<file path="config.mk">
export PLATFORM = sky130hd
export DESIGN_NAME = cenn_iter_ctrl
export DESIGN_NICKNAME = d
export VERILOG_FILES = /design/src/rtl/cenn_pkg.sv /design/src/rtl/cenn_wr_delay.sv /design/src/rtl/cenn_iter_ctrl.sv
export SDC_FILE = /design/constraint.sdc
export NUM_CORES = 1
export LEC_CHECK = 0
export BUFFER_PORTS_ARGS = -buffer_cell sky130_fd_sc_hd__buf_2
export CAP_MARGIN = 10
export CORE_ASPECT_RATIO = 0.9
export CORE_MARGIN = 2
export CORE_UTILIZATION = 44
export CTS_CLUSTER_DIAMETER = 80
export DETAILED_ROUTE_END_ITERATION = 8
export GPL_TIMING_DRIVEN = 0
export SETUP_SLACK_MARGIN = 0.02
export SLEW_MARGIN = 10
export SYNTH_ARGS = -nofsm -noshare
export SYNTH_HDL_FRONTEND = slang
export SYNTH_SLANG_ARGS = --single-unit
</file>
<file path="constraint.sdc">
create_clock -name clk -period 5.5 [get_ports clk]
set_input_delay 0.55 -clock clk [delete_from_list [all_inputs] [get_ports clk]]
set_output_delay 0.55 -clock clk [all_outputs]
set_load 0.05 [all_outputs]
</file>
<file path="src/rtl/cenn_pkg.sv">
// Shared state encoding and default sizing for the CeNN iteration sequencer
// and the datapath instance it drives.
package cenn_pkg;

    localparam int CENN_WIDTH    = 8;
    localparam int CENN_ADDR_W   = 10;
    localparam int CENN_N_PIX    = 1024;
    localparam int CENN_ITER_W   = 8;
    localparam int CENN_PIPE_LAT = 5;

    typedef enum logic [2:0] {
        IDLE,
        FILL,
        DRAIN,
        SWAP,
        DONE
    } cenn_state_t;

endpackage

</file>
<file path="src/rtl/cenn_wr_delay.sv">
// Write-back delay line: carries each read beat's {valid, addr} forward by
// PIPE_LAT cycles so the write lands when the datapath result for it is ready.
module cenn_wr_delay
    import cenn_pkg::*;
#(
    parameter int ADDR_W   = CENN_ADDR_W,
    parameter int PIPE_LAT = CENN_PIPE_LAT
) (
    input  logic              clk,
    input  logic              rst,
    input  logic              abort,
    input  logic              beat_valid,
    input  logic [ADDR_W-1:0] beat_addr,
    output logic              wr_en,
    output logic [ADDR_W-1:0] wr_addr
);

    logic [PIPE_LAT-1:0] valid_sr;
    logic [ADDR_W-1:0]   addr_sr [PIPE_LAT];

    // Abort flushes in-flight beats so no partial iteration is written back.
    always_ff @(posedge clk) begin
        if (rst || abort) begin
            valid_sr <= '0;
            for (int i = 0; i < PIPE_LAT; i++) begin
                addr_sr[i] <= '0;
            end
        end else begin
            valid_sr[0] <= beat_valid;
            addr_sr[0]  <= beat_addr;
            for (int i = 1; i < PIPE_LAT; i++) begin
                valid_sr[i] <= valid_sr[i-1];
                addr_sr[i]  <= addr_sr[i-1];
            end
        end
    end

    assign wr_en   = valid_sr[PIPE_LAT-1];
    assign wr_addr = addr_sr[PIPE_LAT-1];

endmodule

</file>
<file path="src/rtl/cenn_iter_ctrl.sv">
// Iteration sequencer: streams the state image through the CeNN datapath and
// writes results back to the opposite ping-pong bank, once per iteration.
module cenn_iter_ctrl
    import cenn_pkg::*;
#(
    parameter int WIDTH    = CENN_WIDTH,
    parameter int ADDR_W   = CENN_ADDR_W,
    parameter int N_PIX    = CENN_N_PIX,
    parameter int ITER_W   = CENN_ITER_W,
    parameter int PIPE_LAT = CENN_PIPE_LAT
) (
    input  logic              clk,
    input  logic              rst,
    input  logic              start,
    input  logic              abort,
    input  logic [ITER_W-1:0] n_iter,
    output logic              read_ready,
    output logic [ADDR_W-1:0] rd_addr,
    output logic              wr_en,
    output logic [ADDR_W-1:0] wr_addr,
    output logic              bank_sel,
    output logic [ITER_W-1:0] iter_cnt,
    output logic              busy,
    output logic              done
);

    localparam int                 DRAIN_W    = $clog2(PIPE_LAT + 1);
    localparam logic [ADDR_W-1:0]  LAST_ADDR  = ADDR_W'(N_PIX - 1);
    localparam logic [DRAIN_W-1:0] LAST_DRAIN = DRAIN_W'(PIPE_LAT - 1);

    if (N_PIX < 2 || N_PIX > (1 << ADDR_W) || PIPE_LAT < 1 || WIDTH < 1) begin : g_bad_params
        $error("cenn_iter_ctrl: illegal parameter combination");
    end

    cenn_state_t         state;
    cenn_state_t         state_nxt;
    logic [ADDR_W-1:0]   rd_addr_nxt;
    logic [DRAIN_W-1:0]  drain_cnt;
    logic [DRAIN_W-1:0]  drain_cnt_nxt;
    logic [ITER_W-1:0]   iter_tgt;
    logic [ITER_W-1:0]   iter_tgt_nxt;
    logic [ITER_W-1:0]   iter_cnt_nxt;
    logic [ITER_W-1:0]   iter_inc;
    logic                bank_sel_nxt;
    logic                beat_valid;
    logic [ADDR_W-1:0]   beat_addr;

    always_ff @(posedge clk) begin
        if (rst) begin
            state <= IDLE;
        end else begin
            state <= state_nxt;
        end
    end

    // Next-state and next-value logic; every output is registered from these.
    always_comb begin
        state_nxt     = state;
        rd_addr_nxt   = rd_addr;
        drain_cnt_nxt = drain_cnt;
        iter_tgt_nxt  = iter_tgt;
        iter_cnt_nxt  = iter_cnt;
        bank_sel_nxt  = bank_sel;
        iter_inc      = iter_cnt + ITER_W'(1);

        unique case (state)
            IDLE: begin
                if (start && !abort) begin
                    state_nxt     = FILL;
                    iter_tgt_nxt  = (n_iter == '0) ? ITER_W'(1) : n_iter;
                    iter_cnt_nxt  = '0;
                    rd_addr_nxt   = '0;
                    drain_cnt_nxt = '0;
                end
            end
            FILL: begin
                if (rd_addr == LAST_ADDR) begin
                    state_nxt     = DRAIN;
                    drain_cnt_nxt = '0;
                end else begin
                    rd_addr_nxt = rd_addr + ADDR_W'(1);
                end
            end
            DRAIN: begin
                if (drain_cnt == LAST_DRAIN) begin
                    state_nxt = SWAP;
                end else begin
                    drain_cnt_nxt = drain_cnt + DRAIN_W'(1);
                end
            end
            SWAP: begin
                bank_sel_nxt = ~bank_sel;
                rd_addr_nxt  = '0;
                if (iter_cnt != iter_tgt) begin
                    iter_cnt_nxt = iter_inc;
                end
                state_nxt = (iter_cnt_nxt == iter_tgt) ? DONE : FILL;
            end
            DONE: begin
                state_nxt = IDLE;
            end
            default: begin
                state_nxt = IDLE;
            end
        endcase

        // Cancel keeps the bank/iteration bookkeeping of the last swap that completed.
        if (abort && state != IDLE) begin
            state_nxt     = IDLE;
            rd_addr_nxt   = '0;
            drain_cnt_nxt = '0;
            iter_cnt_nxt  = iter_cnt;
            bank_sel_nxt  = bank_sel;
        end
    end

    always_ff @(posedge clk) begin
        if (rst) begin
            rd_addr    <= '0;
            drain_cnt  <= '0;
            iter_tgt   <= '0;
            iter_cnt   <= '0;
            bank_sel   <= 1'b0;
            read_ready <= 1'b0;
            busy       <= 1'b0;
            done       <= 1'b0;
        end else begin
            rd_addr    <= rd_addr_nxt;
            drain_cnt  <= drain_cnt_nxt;
            iter_tgt   <= iter_tgt_nxt;
            iter_cnt   <= iter_cnt_nxt;
            bank_sel   <= bank_sel_nxt;
            read_ready <= (state_nxt == FILL) || (state_nxt == DRAIN);
            busy       <= (state_nxt != IDLE);
            done       <= (state_nxt == DONE);
        end
    end

    // Only FILL beats carry real pixels; DRAIN beats enter the delay line as bubbles.
    assign beat_valid = (state == FILL);
    assign beat_addr  = beat_valid ? rd_addr : '0;

    cenn_wr_delay #(
        .ADDR_W   (ADDR_W),
        .PIPE_LAT (PIPE_LAT)
    ) u_wr_delay (
        .clk        (clk),
        .rst        (rst),
        .abort      (abort),
        .beat_valid (beat_valid),
        .beat_addr  (beat_addr),
        .wr_en      (wr_en),
        .wr_addr    (wr_addr)
    );

endmodule

</file>
# [Word level (Yosys, flattened, before mapping)]
# Memory sizes are Yosys's and may differ from the RTL's.
# Index checks and enable logic that the tools add are counted.
[totals] output_inout_bits=33 memories=1 regBits=41 elab_cells=80 ramBits=50 inputBits=12
[memory_table] memory="u_wr_delay.addr_sr" words=5 word_bits=10 rd=5 rd_ports_with_merged_regs=0 wr=5 line_no="cenn_wr_delay.sv:19" text="logic [ADDR_W-1:0] addr_sr [PIPE_LAT];"
[op_classes] reduce_logical=18 addsub=3 mux=27 bitwise=7 n_eq_ne=14
[ops] operator="two-way mux 10 bit" n=8
[ops] operator="two-way mux 8 bit" n=4
[ops] operator="one-hot mux 10 bit (3 select lines)" n=1
[ops] operator="two-way mux 3 bit" n=8
[ops] operator="one-hot mux 8 bit (2 select lines)" n=1
[ops] operator="one-hot mux 3 bit (4 select lines)" n=1
[ops] operator="nonzero test 3 bit" n=4
[ops] operator="adder 10 x 1 -> 10 bit, second input constant" n=1
[ops] operator="== test 10 bit, second input constant" n=1
[ops] operator="== test 3 x 2 -> 1 bit, second input constant" n=3
[ops] operator="one-hot mux 3 bit (3 select lines)" n=1
[ops] operator="adder 8 x 1 -> 8 bit, second input constant" n=1
[ops] operator="== test 8 bit" n=1
[ops] operator="zero test 8 bit" n=1
[ops] operator="!= test 8 bit" n=1
[ops] operator="== test 3 x 1 -> 1 bit, second input constant" n=2
[ops] operator="== test 3 bit, second input constant" n=2
[ops] operator="!= test 2 bit, second input constant" n=3
[ops] operator="AND reduction 3 bit" n=2
[ops] operator="OR 1 bit" n=5
[ops] operator="AND reduction 2 bit" n=2
[ops] operator="AND reduction 4 bit" n=1
[ops] operator="adder 3 x 1 -> 3 bit, second input constant" n=1
[ops] operator="zero test 3 bit" n=1
[ops] operator="other kinds (8)" n=13

# [Longest topological paths before layout]
# Gate-level depths: netlist of run 1.
[depth] depth_word=9 ltp_mapped=9 depth_no_buf=7

# [Hierarchy]
# Synthesis of run 1 repeated with hierarchy kept, for this count alone.
[unflattened] cells_unflattened=376 hier_area_um2=3971.3
[modules_own_cells] module="cenn_iter_ctrl" cells_each=244 area_per_inst_um2=1996.9 instances=1
[modules_own_cells] module="cenn_wr_delay" cells_each=132 area_per_inst_um2=1974.4 instances=1

# [Worst setup path after synthesis of run 1]
# Ideal clock, no wire load.
[synth_timing] path_type="register to register" startpoint="register iter_cnt[2]" endpoint="register iter_cnt[4]" period_less_slack_ns=2.359 n_path_buf=3 slack_ns=3.141 path_stages_with_launch=10 t_arrival_ns=2.199 path_cell_list="dfxtp_1 buf_2 xnor2_1 nand4_1 or4_1 buf_2 and2_1 buf_2 a41oi_1 a311oi_1"
[synth_between] elab_chain_len=4 elab_cells_between_ends=5 classes_between="add/sub: 1; eq/ne: 1; mux: 3"
[synth_lines] item="start: declaration" line_no="cenn_iter_ctrl.sv:22" text="output logic [ITER_W-1:0] iter_cnt,"
[synth_lines] item="start signal: assignment" line_no="cenn_iter_ctrl.sv:131" text="iter_cnt <= iter_cnt_nxt;"
[synth_lines] item="adder 8 x 1 -> 8 bit or != test 8 bit (tied branches)" line_no="cenn_iter_ctrl.sv:64, cenn_iter_ctrl.sv:94"
[synth_lines] item="two-way mux 8 bit *" line_no="cenn_iter_ctrl.sv:94" text="if (iter_cnt != iter_tgt) begin"
[synth_lines] item="two-way mux 8 bit *" line_no="cenn_iter_ctrl.sv:66" text="unique case (state)"
[synth_lines] item="one-hot mux 8 bit (2 select lines) *" line_no="cenn_iter_ctrl.sv:66"
# Mark *: on every way between the ends. The rest lies on a longest branch, timed or not. The select of a mux whose other input is x is not followed.
# A chain may end at the register's enable or synchronous reset.

# [Final worst setup path of run 1]
# Same ends and word-level chain as after synthesis.

==> reports/metrics.csv, run 1 <==
stage,metric,value,unit
status,outcome,"complete, no violations",
routing,routed_wl,5.969,mm
critical_path,criticalPathCategory,reg -> reg,
synth,ys_async_sr_fraction,0,
sta,finalWorstSetupSlack,3.304,ns
floorplanning,dieHeight,88.09,µm
routing,drc,0,
synth,synthCells,363,
sta,maxSlewViolCount,0,
synth,synth_top_family_by_area,simple AND/OR/NAND/NOR gates,
final_layout,area_growth,15.78,%
routing,drtAntennaViolNets,0,
cts,clock_latency,0.36,ns
routing,dr.pass1.iters,4,
floorplanning,io_pins,45,
grt,grt_max_degree,20,
flow_run,maxCapViolCount,0,
synth,synth_top_cell_area_share,0.5270,
final_layout,layout-drive-gt1-share,0.1891,
power,p_leak,1.625,nW
sta,fin_crit_sh,0.3993,
min_path,holdCritPathClass,in -> reg,
critical_path,cp.required,5.74,ns
synth,synthMuxAreaShare,0.005791,
sta,setup_viol,0,
grt,antenna_found_initial,0,
placed_design,dp_hpwl,4.312,mm
synth,ys_top_cells_by_area,"dfxtp_1, and2_1, xnor2_1",
grt,grt_pass1_wl,10.16,mm
final_layout,fillCellCount,751,
synth,synth-edff-count,0,
cts,ctsRootBufferMaster,clkbuf_8,
power,ir_drop,0.1460,mV
routing,wl_per_cell,11.50,µm
critical_path,endpoint_kind,flop,
sta,slew_headroom,0.5541,
synth,ys_types,44,
synth,yosysMostFrequentCell,dfxtp_1,
synth,synth-compound-area-share,0.09663,
power,p_per_area,292.2,nW/µm²
floorplanning,core,7582,µm²
cts,cts-resized-gates,0,
placed_design,dp_slack,3.069,ns
sta,fin_worst_skew,0.007736,ns
sta,hold_viol_final,0,
sta,rsz0062_at_grt,no,
floorplanning,std_cell_rows,30,
final_layout,stdcell_count,519,
synth,syn-cell-area,3457,µm²
synth,syn_avg_cell_area,9.524,µm²
synth,synth_commonest_cells,"dfxtp_1, and2_1, nand2_1, nor2_1, a21oi_1",
synth,yosysTopAreaCell,dfxtp_1,
cts,htreeDepth,3,
floorplanning,dieArea,8583,µm²
synth,ys_seq_elements,91,
placed_design,place_area,3797,µm²
routing,vias_per_cell,4.865,
critical_path,arrival,2.43,ns
synth,yosysWarnings,0,
sta,min_period,2.196,ns
cts,clkSlewWorstSetupHoldPaths,0.10,ns
routing,dr_total_vias,2525,
synth,synthSimpleGateAreaFrac,0.2468,
routing,drt_iter0_markers,98,
cts,cts_setup_buffers,0,
cts,max-clock-path-buffers,2,
synth,yosys.area_share.adder,0.01448,
synth,synth_xor_area_frac,0.05574,
floorplanning,fp.dieW,97.44,µm
placed_design,place_congestion,0.8111,
critical_path,start_kind,flop,
cts,clock_sinks,91,
cts,cts_buffers,9,
synth,synth_flop_cell,dfxtp_1,
synth,seq_area_frac_synth,0.5270,
grt,grt_pass1_vias,2246,
sta,tns,0,ns
cts,cts_tree,yes,
placed_design,io_buffer_count,44,
synth,syn_nets,379,
sta,fmax,455.3,MHz
grt,grt_use_total,0.1466,
final_layout,layout.nets,434,
critical_path,crit_fanout,10,
sta,worstMarginPinSlew,0.6637,ns
cts,ctsHoldBuffers,0,
grt,grt-ovfl-total,0,
floorplanning,initial_core_util,0.4559,
final_layout,design_area,4003,µm²
final_layout,num_antenna_cells,0,
placed_design,placedCellCount,503,
## logic make-up after synthesis
group           count (synthesis)
compound gates                 50
xor+xnor                       22
fa+ha+maj                       4
buf+inv                        36
flops                          91
mux                             2
simple gates                  158
## cells in the final DEF, fill, tap and decap left out, types with 4 or more instances in the layout
cell type,count
a21oi_1,19
a311oi_1,5
and2_1,53
and4_1,4
buf_2,48
buf_4,10
clkbuf_1,12
clkbuf_8,9
dfxtp_1,91
ha_1,4
inv_1,7
nand2_1,35
nand3_1,9
nor2_1,21
nor3_1,8
nor4_1,5
o31ai_1,4
or3_1,5
xnor2_1,18
xor2_1,4
## state kept, by name (all words and copies together) (netlist names)
| register | count |
|---|---|
| bank_sel | 1 |
| busy | 1 |
| done | 1 |
| drain_cnt | 3 |
| iter_cnt | 8 |
| iter_tgt | 8 |
| rd_addr | 10 |
| read_ready | 1 |
| state | 3 |
| u_wr_delay.addr_sr | 50 |
| u_wr_delay.valid_sr | 5 |
## critical path: stages (launching register included)
cell	delay (ns)
dfxtp_1	0.32
buf_2	0.17
xnor2_1	0.27
nand4_1	0.12
or4_1	0.41
buf_2	0.20
and2_1	0.15
buf_2	0.15
a41oi_1	0.22
a311oi_1	0.07
## layer usage
metal  vias to the layer above  global-route usage  part of all wire
li1                       1330                   -                 -
met1                      1141              0.1898              0.49
met2                        47              0.2332              0.45
met3                         7             0.04469             0.054
met4                         0             0.05682            0.0080
met5                         -                   0                 0
## area by class of cell
type	count	area [µm²]	area share
Buffer	29	158.9	0.03970
Clock buffer	9	123.9	0.03095
Clock inverter	7	81.33	0.02032
Inverter	7	26.28	0.006565
Multi-Input combinational cell	236	1450	0.3623
Sequential cell	91	1822	0.4551
Tap cell	96	120.1	0.03001
Timing Repair Buffer	44	220.2	0.05502
## per-stage QoR
stage / utilization / hold slack (ns) / power (mW)
floorplan: - / 0.4057 / 0.7221
global placement: 0.5008 / 0.4083 / 0.7394
detailed placement: 0.5008 / 0.4105 / 0.7399
CTS: 0.5279 / 0.3957 / 1.185
global route: 0.5279 / 0.4139 / 1.212
finish: 0.5279 / 0.4245 / 1.170
## power by group
part | total [mW] | internal (mW) | switching [mW]
registers | 0.666 | 0.663 | 0.00325
clock network | 0.445 | 0.181 | 0.264
logic | 0.0589 | 0.0210 | 0.0378
total | 1.17 | 0.865 | 0.305
## worst paths after layout
check / from / end / slack [ns] / depth (start not counted)
worst max-delay path: iter_cnt[2]$_SDFFE_PP0P_ / iter_cnt[4]$_SDFFE_PP0P_ / 3.30 / 9
worst min-delay path: n_iter[0] / iter_tgt[0]$_SDFFE_PP0P_ / 0.42 / 3
worst max register to register: iter_cnt[2]$_SDFFE_PP0P_ / iter_cnt[4]$_SDFFE_PP0P_ / 3.30 / 9
worst min register to register: u_wr_delay.addr_sr[0][0]$_SDFF_PP0_ / u_wr_delay.addr_sr[0][10]$_SDFF_PP0_ / 0.43 / 1
No activity file was read; power rests on OpenSTA's default activity.
==> run 2, diff against run 1 <==
Clock period 5.5 ns to 2.2 ns, I/O delays scaled along.
==> reports/metrics.csv, run 2 (synthesized netlist as in run 1, its figures left out) <==
stage,metric,value,unit
cts,ctsRootBufferMaster,clkbuf_8,
routing,drt_iter0_markers,96,
critical_path,slowest_stage,or4_1,
critical_path,r2r_cells,8,
min_path,hp-start,n_iter[0],
sta,fin_worst_skew,0.01122,ns
critical_path,r2r_slack,0.11,ns
cts,cts_buffers,9,
placed_design,place_congestion,0.8074,
floorplanning,fp.dieW,97.44,µm
min_path,holdCritPathClass,in -> reg,
min_path,min_path_cells,3,
grt,grt-ovfl-total,0,
critical_path,cp_cell_sequence,xnor2_1 -> nand4_1 -> or4_1 -> buf_2 -> and2_1 -> buf_2 -> a41oi_1 -> a311oi_1,
placed_design,place_area,3811,µm²
final_layout,top_regs,"u_wr_delay.addr_sr: 50 flops, rd_addr: 10 flops",
final_layout,layout.nets,434,
critical_path,critPathMaxStageDelay,0.40,ns
final_layout,layout-drive-gt1-share,0.2317,
final_layout,fillCellCount,722,
routing,routed_wl,6.015,mm
sta,fmax,478.0,MHz
floorplanning,std_cell_rows,30,
critical_path,crit_fanout,10,
final_layout,final_common_cell,dfxtp_1,
cts,clock_latency,0.35,ns
floorplanning,initial_core_util,0.4559,
sta,setup_viol,0,
sta,holdWs,0.09531,ns
cts,htreeDepth,3,
placed_design,dp_slack,0.03840,ns
final_layout,area_growth,18.13,%
grt,grt_pass1_wl,10.43,mm
final_layout,multi_input_area,1500,µm²
critical_path,reg2reg_from,iter_cnt[6]$_SDFFE_PP0P_,
final_layout,regArea,1837,µm²
routing,dr_total_vias,2521,
floorplanning,io_pins,45,
final_layout,top_register,u_wr_delay.addr_sr,
cts,ctsHoldBuffers,0,
sta,maxSlewViolCount,0,
cts,clock_sinks,91,
routing,vias_per_cell,4.857,
floorplanning,core,7582,µm²
floorplanning,dieHeight,88.09,µm
cts,max-clock-path-buffers,2,
final_layout,final_cell_mix,"dfxtp_1, and2_1, buf_2",
sta,slew_headroom,0.5913,
critical_path,endpoint_kind,flop,
routing,drc,0,
final_layout,final_util,0.5386,
cts,clkSlewWorstSetupHoldPaths,0.09,ns
power,ir_drop,0.3552,mV
routing,drtAntennaViolNets,0,
critical_path,critPathMostFrequentCell,buf_2,
flow_run,maxCapViolCount,0,
grt,grt_max_degree,18,
final_layout,stdcell_count,519,
placed_design,dp_hpwl,4.228,mm
status,outcome,"complete, no violations",
power,p_leak,1.642,nW
final_layout,design_area,4084,µm²
cts,cts_tree,yes,
critical_path,criticalPathCategory,reg -> reg,
grt,grt_pass1_vias,2247,
placed_design,placedCellCount,503,
power,p_int,2.292,mW
critical_path,cp.required,2.42,ns
grt,grt_use_total,0.1518,
critical_path,reg2reg_to,iter_cnt[4]$_SDFFE_PP0P_,
final_layout,largest_register_ffs,50,
sta,rsz0062_at_grt,no,
sta,min_period,2.092,ns
sta,tns,0,ns
floorplanning,dieArea,8583,µm²
final_layout,num_antenna_cells,0,
sta,finalWorstSetupSlack,0.1079,ns
routing,wl_per_cell,11.59,µm
power,comb_power_share,0.052,
critical_path,arrival,2.31,ns
sta,fin_crit_sh,0.9510,
power,power,2.999,mW
power,power_frac_clock,0.393,
grt,antenna_found_initial,0,
sta,worstMarginPinSlew,0.6084,ns
power,power_frac_seq,0.555,
min_path,min_to,iter_tgt[0]$_SDFFE_PP0P_,
power,p_per_area,734.2,nW/µm²
sta,hold_viol_final,0,
placed_design,io_buffer_count,44,
critical_path,start_kind,flop,
power,switchingPower,0.7062,mW
power,swShare,0.2355,
routing,dr.pass1.iters,4,
run 2: changes by cell type in the layout (fill, tap and decap cells not counted), sizes merged:
cell / previous run / this run
clkinv: 4 / 1
buf: 61 / 59
clkbuf: 21 / 24
inv: 10 / 11
bufinv: 0 / 1
run 2: critical path, delay by kind of cell, from the launching register on:
kind,cells,cell delay (ns)
xor gates and xnor gates,1,0.30
AOI/OAI and AO/OA,2,0.28
DFF,1,0.36
and+or+nand+nor,3,0.68
buffers and inverters,2,0.35
run 2: worst max-delay path by stage:
stage               cells past startpoint                  endpoint                     start
floorplan                               9  iter_cnt[4]$_SDFFE_PP0P_  iter_cnt[2]$_SDFFE_PP0P_
global placement                        9  iter_cnt[4]$_SDFFE_PP0P_  iter_cnt[3]$_SDFFE_PP0P_
detailed placement                      9  iter_cnt[4]$_SDFFE_PP0P_  iter_cnt[3]$_SDFFE_PP0P_
CTS                                     9  iter_cnt[4]$_SDFFE_PP0P_  iter_cnt[2]$_SDFFE_PP0P_
global route                            9  iter_cnt[4]$_SDFFE_PP0P_  iter_cnt[2]$_SDFFE_PP0P_
finish                                  8  iter_cnt[4]$_SDFFE_PP0P_  iter_cnt[6]$_SDFFE_PP0P_
run 2: layer usage:
layer,part of all wire,GRT usage
met1,0.48,0.1930
met2,0.45,0.2445
met3,0.053,0.05427
met4,0.012,0.04924
met5,0,0
run 2: repair_timing:
item | in CTS | in global routing
gates resized for setup | 2 | 10
pin swaps | 0 | 2
endpoints found under the setup margin | 4 | 13
buffers inserted | 0 | 1
run 2: cell type report:
class | count | area share
Tap cell | 96 | 0.02941
Clock buffer | 10 | 0.03370
Clock inverter | 6 | 0.01869
Multi-Input combinational cell | 236 | 0.3673
Sequential cell | 91 | 0.4498
Timing Repair Buffer | 45 | 0.05576
Inverter | 7 | 0.006434
Buffer | 28 | 0.03891
run 2: power groups by stage:
stage / clock, mW / sequential (mW) / combinational [mW]
finish: 1.18 / 1.67 / 0.155
global route: 1.30 / 1.67 / 0.173
detailed placement: 0 / 1.70 / 0.148
CTS: 1.21 / 1.66 / 0.149
floorplan: 0 / 1.71 / 0.0958
global placement: 0 / 1.70 / 0.146
